`src/rtl/sched_in_arbiter_pkg.sv`:
```
// Shared types, constants and the cyclic round-robin helper for sched_in_arbiter.
package sched_in_arbiter_pkg;

  localparam int ARB_CNT_WIDTH = 32;
  localparam int MAX_SLAVES    = 4;

  typedef enum logic {
    IDLE   = 1'b0,
    LOCKED = 1'b1
  } arb_state_e;

  // Lowest set index at or after ptr, wrapping modulo MAX_SLAVES; returns ptr when none is set.
  function automatic logic [1:0] rr_next(input logic [MAX_SLAVES-1:0] valid,
                                         input logic [1:0]            ptr);
    logic [1:0] idx;
    rr_next = ptr;
    for (int k = MAX_SLAVES - 1; k >= 0; k--) begin
      idx = ptr + 2'(k);
      if (valid[idx]) rr_next = idx;
    end
  endfunction

endpackage

```
`src/rtl/sched_in_rr_pick.sv`:
```
// Combinational round-robin selector: valid vector and start pointer in, winner index and any-valid out.
module sched_in_rr_pick
  import sched_in_arbiter_pkg::*;
#(
  parameter int N = 2
) (
  input  logic [N-1:0] i_valid,
  input  logic [1:0]   i_ptr,
  output logic [1:0]   o_idx,
  output logic         o_any
);

  logic [MAX_SLAVES-1:0] w_valid;

  assign w_valid = MAX_SLAVES'(i_valid);
  assign o_idx   = rr_next(w_valid, i_ptr);
  assign o_any   = |i_valid;

endmodule

```
`src/rtl/sched_in_arbiter.sv`:
```
// Packet-atomic round-robin arbiter feeding the scheduler new-task stream through one output register.
// Per-source packet counters are built only when SCHED_IN_ARBITER_STATS_EN is defined.
module sched_in_arbiter
  import sched_in_arbiter_pkg::*;
#(
  parameter int NSLAVES    = 2,
  parameter int ID_WIDTH   = 8,
  parameter int DATA_WIDTH = 64
) (
  input  logic                             clk,
  input  logic                             rstn,
  input  logic [NSLAVES-1:0]               s_valid,
  output logic [NSLAVES-1:0]               s_ready,
  input  logic [NSLAVES*DATA_WIDTH-1:0]    s_data,
  input  logic [NSLAVES*ID_WIDTH-1:0]      s_id,
  input  logic [NSLAVES-1:0]               s_last,
  output logic                             m_valid,
  input  logic                             m_ready,
  output logic [DATA_WIDTH-1:0]            m_data,
  output logic [ID_WIDTH-1:0]              m_id,
  output logic                             m_last,
  output logic [1:0]                       grant,
  output logic                             busy,
  output logic [NSLAVES*ARB_CNT_WIDTH-1:0] pkt_count
);

  // Handshake: a beat moves on s_valid[i] && s_ready[i] at the rising edge, and on m_valid && m_ready
  // at the output; once m_valid is high it and m_* hold until m_ready.
  arb_state_e            r_state;
  arb_state_e            w_next_state;
  logic [1:0]            r_grant;
  logic [1:0]            r_rr_ptr;
  logic [1:0]            w_pick;
  logic                  w_any;
  logic [MAX_SLAVES-1:0] w_valid_pad;
  logic [MAX_SLAVES-1:0] w_last_pad;
  logic                  w_can_load;
  logic                  w_accept;
  logic                  w_last_beat;
  logic [DATA_WIDTH-1:0] w_sel_data;
  logic [ID_WIDTH-1:0]   w_sel_id;
  logic                  r_m_valid;
  logic                  r_m_last;
  logic [DATA_WIDTH-1:0] r_m_data;
  logic [ID_WIDTH-1:0]   r_m_id;

  sched_in_rr_pick #(.N(NSLAVES)) u_pick (
    .i_valid (s_valid),
    .i_ptr   (r_rr_ptr),
    .o_idx   (w_pick),
    .o_any   (w_any)
  );

  assign w_valid_pad = MAX_SLAVES'(s_valid);
  assign w_last_pad  = MAX_SLAVES'(s_last);
  assign w_can_load  = !r_m_valid || m_ready;
  assign w_last_beat = w_accept && w_last_pad[r_grant];

  always_comb begin
    w_sel_data = '0;
    w_sel_id   = '0;
    for (int i = 0; i < NSLAVES; i++) begin
      if (r_grant == 2'(i)) begin
        w_sel_data = s_data[DATA_WIDTH*i +: DATA_WIDTH];
        w_sel_id   = s_id[ID_WIDTH*i +: ID_WIDTH];
      end
    end
  end

  always_ff @(posedge clk or negedge rstn) begin
    if (!rstn) r_state <= IDLE;
    else       r_state <= w_next_state;
  end

  // Only the owning source ever sees s_ready; all others wait until its last beat.
  always_comb begin
    w_next_state = r_state;
    s_ready      = '0;
    w_accept     = 1'b0;
    case (r_state)
      IDLE: begin
        if (w_any) w_next_state = LOCKED;
      end
      LOCKED: begin
        for (int i = 0; i < NSLAVES; i++) begin
          if (r_grant == 2'(i)) s_ready[i] = w_can_load;
        end
        w_accept = w_valid_pad[r_grant] && w_can_load;
        if (w_accept && w_last_pad[r_grant]) w_next_state = IDLE;
      end
      default: w_next_state = IDLE;
    endcase
  end

  always_ff @(posedge clk or negedge rstn) begin
    if (!rstn) begin
      r_grant  <= 2'd0;
      r_rr_ptr <= 2'd0;
    end else begin
      if (r_state == IDLE && w_any) r_grant <= w_pick;
      if (w_last_beat) r_rr_ptr <= (r_grant == 2'(NSLAVES - 1)) ? 2'd0 : r_grant + 2'd1;
    end
  end

  // A load in the same cycle as a drain keeps m_valid high with the new beat.
  always_ff @(posedge clk or negedge rstn) begin
    if (!rstn) begin
      r_m_valid <= 1'b0;
      r_m_last  <= 1'b0;
      r_m_data  <= '0;
      r_m_id    <= '0;
    end else if (w_accept) begin
      r_m_valid <= 1'b1;
      r_m_last  <= w_last_pad[r_grant];
      r_m_data  <= w_sel_data;
      r_m_id    <= w_sel_id;
    end else if (m_ready) begin
      r_m_valid <= 1'b0;
    end
  end

  assign m_valid = r_m_valid;
  assign m_last  = r_m_last;
  assign m_data  = r_m_data;
  assign m_id    = r_m_id;
  assign grant   = r_grant;
  assign busy    = (r_state == LOCKED);

`ifdef SCHED_IN_ARBITER_STATS_EN
  for (genvar gi = 0; gi < NSLAVES; gi++) begin : g_cnt
    logic [ARB_CNT_WIDTH-1:0] r_cnt;
    always_ff @(posedge clk or negedge rstn) begin
      if (!rstn)                                  r_cnt <= '0;
      else if (w_last_beat && r_grant == 2'(gi))  r_cnt <= r_cnt + 1'b1;
    end
    assign pkt_count[ARB_CNT_WIDTH*gi +: ARB_CNT_WIDTH] = r_cnt;
  end
`else
  assign pkt_count = '0;
`endif

endmodule

```
`config.mk`:
```
export PLATFORM = sky130hd
export DESIGN_NAME = sched_in_arbiter
export DESIGN_NICKNAME = d
export VERILOG_FILES = /design/src/rtl/sched_in_arbiter_pkg.sv /design/src/rtl/sched_in_rr_pick.sv /design/src/rtl/sched_in_arbiter.sv
export SDC_FILE = /design/constraint.sdc
export NUM_CORES = 1
export LEC_CHECK = 0
export BUFFER_PORTS_ARGS = -buffer_cell sky130_fd_sc_hd__buf_2
export CAP_MARGIN = 30
export CELL_PAD_IN_SITES_DETAIL_PLACEMENT = 0
export CELL_PAD_IN_SITES_GLOBAL_PLACEMENT = 1
export CORE_MARGIN = 8
export CORE_UTILIZATION = 33
export CTS_BUF_LIST = sky130_fd_sc_hd__clkbuf_8 sky130_fd_sc_hd__clkbuf_16
export CTS_CLUSTER_DIAMETER = 150
export DETAILED_ROUTE_END_ITERATION = 7
export PLACE_DENSITY = 0.85
export SYNTH_ARGS = -nofsm -noshare
export SYNTH_HDL_FRONTEND = slang
export SYNTH_SLANG_ARGS = --single-unit
```
`constraint.sdc`:
```
create_clock -name clk -period 3 [get_ports clk]
set_input_delay 0.15 -clock clk [delete_from_list [all_inputs] [get_ports clk]]
set_output_delay 0.15 -clock clk [all_outputs]
set_load 0.01 [all_outputs]
```
Word-level counts from Yosys, hierarchy flattened
Index checks and enable logic that the tools add are counted.
Operators by class
  add/subtract/negate cells: 4
  order comparisons: 5
  equal/unequal tests: 1
  multiplexer cells: 30
  bitwise operators: 1
  reductions and logical operators: 9
Operators with widths (count)
  $mux W64: 2
  $mux W8: 2
  $lt A2 B3 Y1 const B: 5
  $mux W1: 13
  $bmux W1 S2: 6
  $mux W2: 6
  $add A2 B1 Y2 const B: 2
  $add A2 B2 Y2 const B: 2
  $logic_and A1 B1 Y1: 4
  $eq A2 B1 Y1 const B: 1
  $logic_not A2 Y1: 1
  $pmux W1 S2: 1
  $reduce_bool A2 Y1: 1
  $reduce_or A2 Y1: 1
  $logic_not A1 Y1: 1
  $logic_or A1 B1 Y1: 1
  $not A1 Y1: 1
Word-level totals
  flip-flop bits (word level): 79
  output and inout port bits: 143
  word-level logic and storage cells: 57

Longest topological paths before layout
  depth after elaboration: 7
  gate-level depth with buffers: 6
  gate-level depth less buffers: 4

By module
Synthesis repeated with hierarchy kept, for this count alone.
Unflattened totals
  cell total of the unflattened synthesis: 412
  area, all modules: 4605.7 um^2
By module, submodules not included
  sched_in_arbiter: instances 1, cells each 406, area each 4568.1 um^2, sequential area each 1976.9 um^2
  sched_in_rr_pick: instances 1, cells each 6, area each 37.5 um^2, sequential area each 0.0 um^2

Worst setup path before layout
Ideal clock, no wire load.
  path kind: reg2reg
  start: register r_grant[0] (netlist: grant[0])
  end: register r_m_data[29] (netlist: m_data[29])
  library setup time: 0.128 ns
  arrival: 1.548 ns
  data required time: 2.872 ns
  path slack: 1.324 ns
  cell stages (with the launch flop): 7
  buffers on the path: 3
  period minus slack after synthesis: 1.676 ns
  cell sequence: dfrtp_1 buf_2 buf_2 buf_2 mux2i_1 nor2_1 mux2_1
Between the ends
  longest elaborated chain between the ends: 4
Ends and longest elaborated chain
  start, declared: RTL line sched_in_arbiter.sv:31  | logic [1:0] r_grant;
  start signal, assigned: RTL line sched_in_arbiter.sv:100  | if (r_state == IDLE && w_any) r_grant <= w_pick;
  $bmux W1 S2: RTL line sched_in_arbiter.sv:88  | w_accept = w_valid_pad[r_grant] && w_can_load;
  $mux W1 (implied by the code): RTL line sched_in_arbiter.sv:88
  $logic_and A1 B1 Y1: RTL line sched_in_arbiter.sv:88
  $mux W1: RTL line sched_in_arbiter.sv:80  | case (r_state)
  end signal, assigned: RTL line sched_in_arbiter.sv:115  | r_m_data <= w_sel_data;
  end, declared: RTL line sched_in_arbiter.sv:44  | logic [DATA_WIDTH-1:0] r_m_data;
Several ways; a longest one is shown, not always the timed one. The select of a mux whose other input is x is not followed.
A chain may end at the register's enable or synchronous reset.

Worst setup path after layout
  start: register r_grant[0] (netlist: grant[0])
  end: register r_rr_ptr[0]
Between the ends
  longest elaborated chain between the ends: 5
Ends and longest elaborated chain
  $bmux W1 S2: RTL line sched_in_arbiter.sv:88
  $mux W1 (implied by the code): RTL line sched_in_arbiter.sv:88
  $logic_and A1 B1 Y1: RTL line sched_in_arbiter.sv:88
  $mux W1: RTL line sched_in_arbiter.sv:80
  $logic_and A1 B1 Y1: RTL line sched_in_arbiter.sv:57  | assign w_last_beat = w_accept && w_last_pad[r_grant];
  end signal, assigned: RTL line sched_in_arbiter.sv:101  | if (w_last_beat) r_rr_ptr <= (r_grant == 2'(NSLAVES - 1)) ? 2'd0 : r_grant + 2'd1;
  end, declared: RTL line sched_in_arbiter.sv:32  | logic [1:0] r_rr_ptr;
Several ways; a longest one is shown, not always the timed one. The select of a mux whose other input is x is not followed.

==> metrics.yaml <==
fmaxAchievable_mhz: 502.3
r2r_end: "r_rr_ptr[0]"
grt_max_degree: 80
power_switching_uw: 2036
antenna_found_initial: 0
rsz0062_at_grt: "false"
cellPowerDensity_nw_per_um2: 953.5
grt_pass1_vias: 3854
p_sw_share_pct: 35.97
fin_worst_skew_ns: 0.008930
cts_tree: "built"
end_kind: "flip-flop"
ys_types: 20
die_y_um: 133.2
crit_type: "reg -> reg"
vias_per_cell: 4.313
insertion_delay_ns: 0.34
cp_max_fo: 40
pwr-share-comb_pct: 46.8
critPathRequiredTime_ns: 3.22
wl_mm: 11.56
synth_top_area_cell: "dfrtp_1"
finalWorstSetupSlack_ns: 1.009
overflow: 0
multiInputGateArea_um2: 2180
fin_crit_sh_pct: 66.36
io_buffers: 229
ir_drop_mv: 0.4762
startpoint_type: "flip-flop"
die_width_um: 133.2
hold_violations: 0
slew_viol_final: 0
wl_per_cell_um: 14.20
synth-seq-area-share_pct: 43.59
grt_usage_pct: 12.79
worst_ep_arrival_time_ns: 2.21
dp.final_hpwl_mm: 9.189
fillers: 1368
rr_worst_depth: 5
core-area_um2: 13670
preCtsSetupSlack_ns: 1.016
drv_cap: 0
cts-root-buf: "clkbuf_16"
status: "finished, final reports clean"
hold_path.class: "in -> reg"
p_int_uw: 3624
num_io_pins: 294
synth_area_per_cell_um2: 11.12
cp-startpoint: "grant[0]"
cts.clk_slew.worst_paths_ns: 0.06
drc: 0
yosysTopAreaCellShare_pct: 43.59
synthTopCellsByCount: "dfrtp_1 (79), nor2_1 (76), mux2i_1 (74)"
synth-async-reset-ratio_pct: 100.0
timing.rr.start: "grant[0]"
yosysMostFrequentCell: "dfrtp_1"
reg2reg_slack_ns: 1.01
n_antenna_cell: 0
register_area_um2: 1982
first_iter_violations: 87
synthCells: 408
p_leak_uw: 0.003206
synth_area_um2: 4536
grtUsageMet1_pct: 12.55
detail-route-antenna-nets: 0
yosys-top-cells-area: "dfrtp_1 (44%), mux2i_1 (16%), mux2_1 (12%)"
dieArea_um2: 17750
area_growth_syn_to_layout_pct: 30.87
vias: 3511
ys.warnings.count: 0
worst_pin_slew_ns: 0.7473
endpoint: "r_rr_ptr[0]"
clk_path_buf_depth: 2
setup_viol: 0
cts.sinks: 79
drt_pass1_iterations: 4
period_needed_ns: 1.991
grt_first_pass_wirelength_mm: 18.55
timing.slew.headroom_pct: 50.18
rows: 43
routabilityCongestion: 0.7047
use_met3_pct: 6.062
nNetsFinal: 780
start_util_pct: 33.19
top_usage_layer: "met2"
met2_usage_pct: 22.93
cts_htree_levels: 3
drive_gt1_share_pct: 43.69
synth-edff-count: 0
synthFlopType: "dfrtp_1"
seqPwrFrac_pct: 33.0
numCtsBuffers: 9
ys_ff_latch: 79
clkPwrFrac_pct: 20.3
totalNegativeSetupSlack_ns: 0
registers in the layout, summed over array words and instances (netlist names):
signal / cells
m_data: 64
m_id: 8
grant: 2
r_rr_ptr: 2
busy: 1
m_last: 1
m_valid: 1
area by class of cell:
type / count / area share [%]
clock inverter: 7 / 1.497
clock buffer: 9 / 3.794
tap: 180 / 3.794
inverter: 3 / 0.1897
timing repair buffer: 236 / 20.62
sequential: 79 / 33.39
multi-input combinational: 300 / 36.72
worst min path at each step:
stage               start          to  cells after the start
6_report       s_valid[0]    grant[0]                      2
5_1_grt        s_valid[0]    grant[0]                      2
4_1_cts              rstn  m_data[12]                      1
3_5_place_dp         rstn  m_data[12]                      1
3_3_place_gp         rstn  m_data[14]                      1
2_1_floorplan        rstn        busy                      0
cells by family (layout without fill, tap and decap cells):
family	Yosys count	after routing	share of synthesized area (%)
flops	79	79	43.59
buf+inv	92	255	13.71
other cells	1	64	0.08268
simple gates	83	83	7.366
mux	147	147	34.46
compound gates	6	6	0.8001
stage by stage:
step           hold WS, ns  power [uW]  util (%)  std cells  area [um2]
3_3_place_gp        0.3649        4494     40.86        796        5584
6_report           0.03858        5660     43.44        814        5936
5_1_grt            0.02012        6085     43.44        814        5936
4_1_cts            0.01533        5770     43.16        812        5898
3_5_place_dp        0.3852        4584     40.86        796        5584
2_1_floorplan      -0.1456        3685         -        471        4772
power by group through the flow:
stage | Sequential, uW | Clock [uW] | Combinational [uW]
final | 1870 | 1150 | 2650
after global routing | 1950 | 1230 | 2900
after CTS | 1870 | 1190 | 2700
after detailed placement | 1890 | 0 | 2700
after global placement | 1860 | 0 | 2640
after floorplan | 2120 | 0 | 1570
worst max-delay path, stage by stage (launching register included):
cell and delay, ns:
dfrtp_4 0.51, mux2i_1 0.18, nor3b_4 0.21, buf_4 0.46, nand2_1 0.16, mux2_1 0.34
routing by layer:
layer,wire [um],vias up
met2,6014,152
met4,187,0
met3,1237,11
met1,4122,1665
met5,0,-
li1,-,1683
timing repair:
item,CTS,global route
hold endpoints to repair,0,79
gates resized for setup,0,0
hold buffers,0,1
buffers inserted,0,0
cell usage in the layout (no fill, tap or decap):
cell type and instances:
buf_2 228, dfrtp_1 77, nor2_1 76, mux2i_1 74
conb_1 64, mux2_1 49, mux2_2 24, clkbuf_16 9
buf_4 6, inv_1 4, nand2b_1 3, o21ai_0 2
clkinv_2 2, bufinv_16 2, clkinvlp_4 2, nor3b_4 1
a22oi_1 1, nand3b_1 1, a21oi_1 1, a31oi_1 1
nand2_1 1, o21a_1 1, and2_1 1, dfrtp_4 1
dfrtp_2 1, dlygate4sd3_1 1, buf_16 1
No activity file was read; power rests on OpenSTA's default activity.
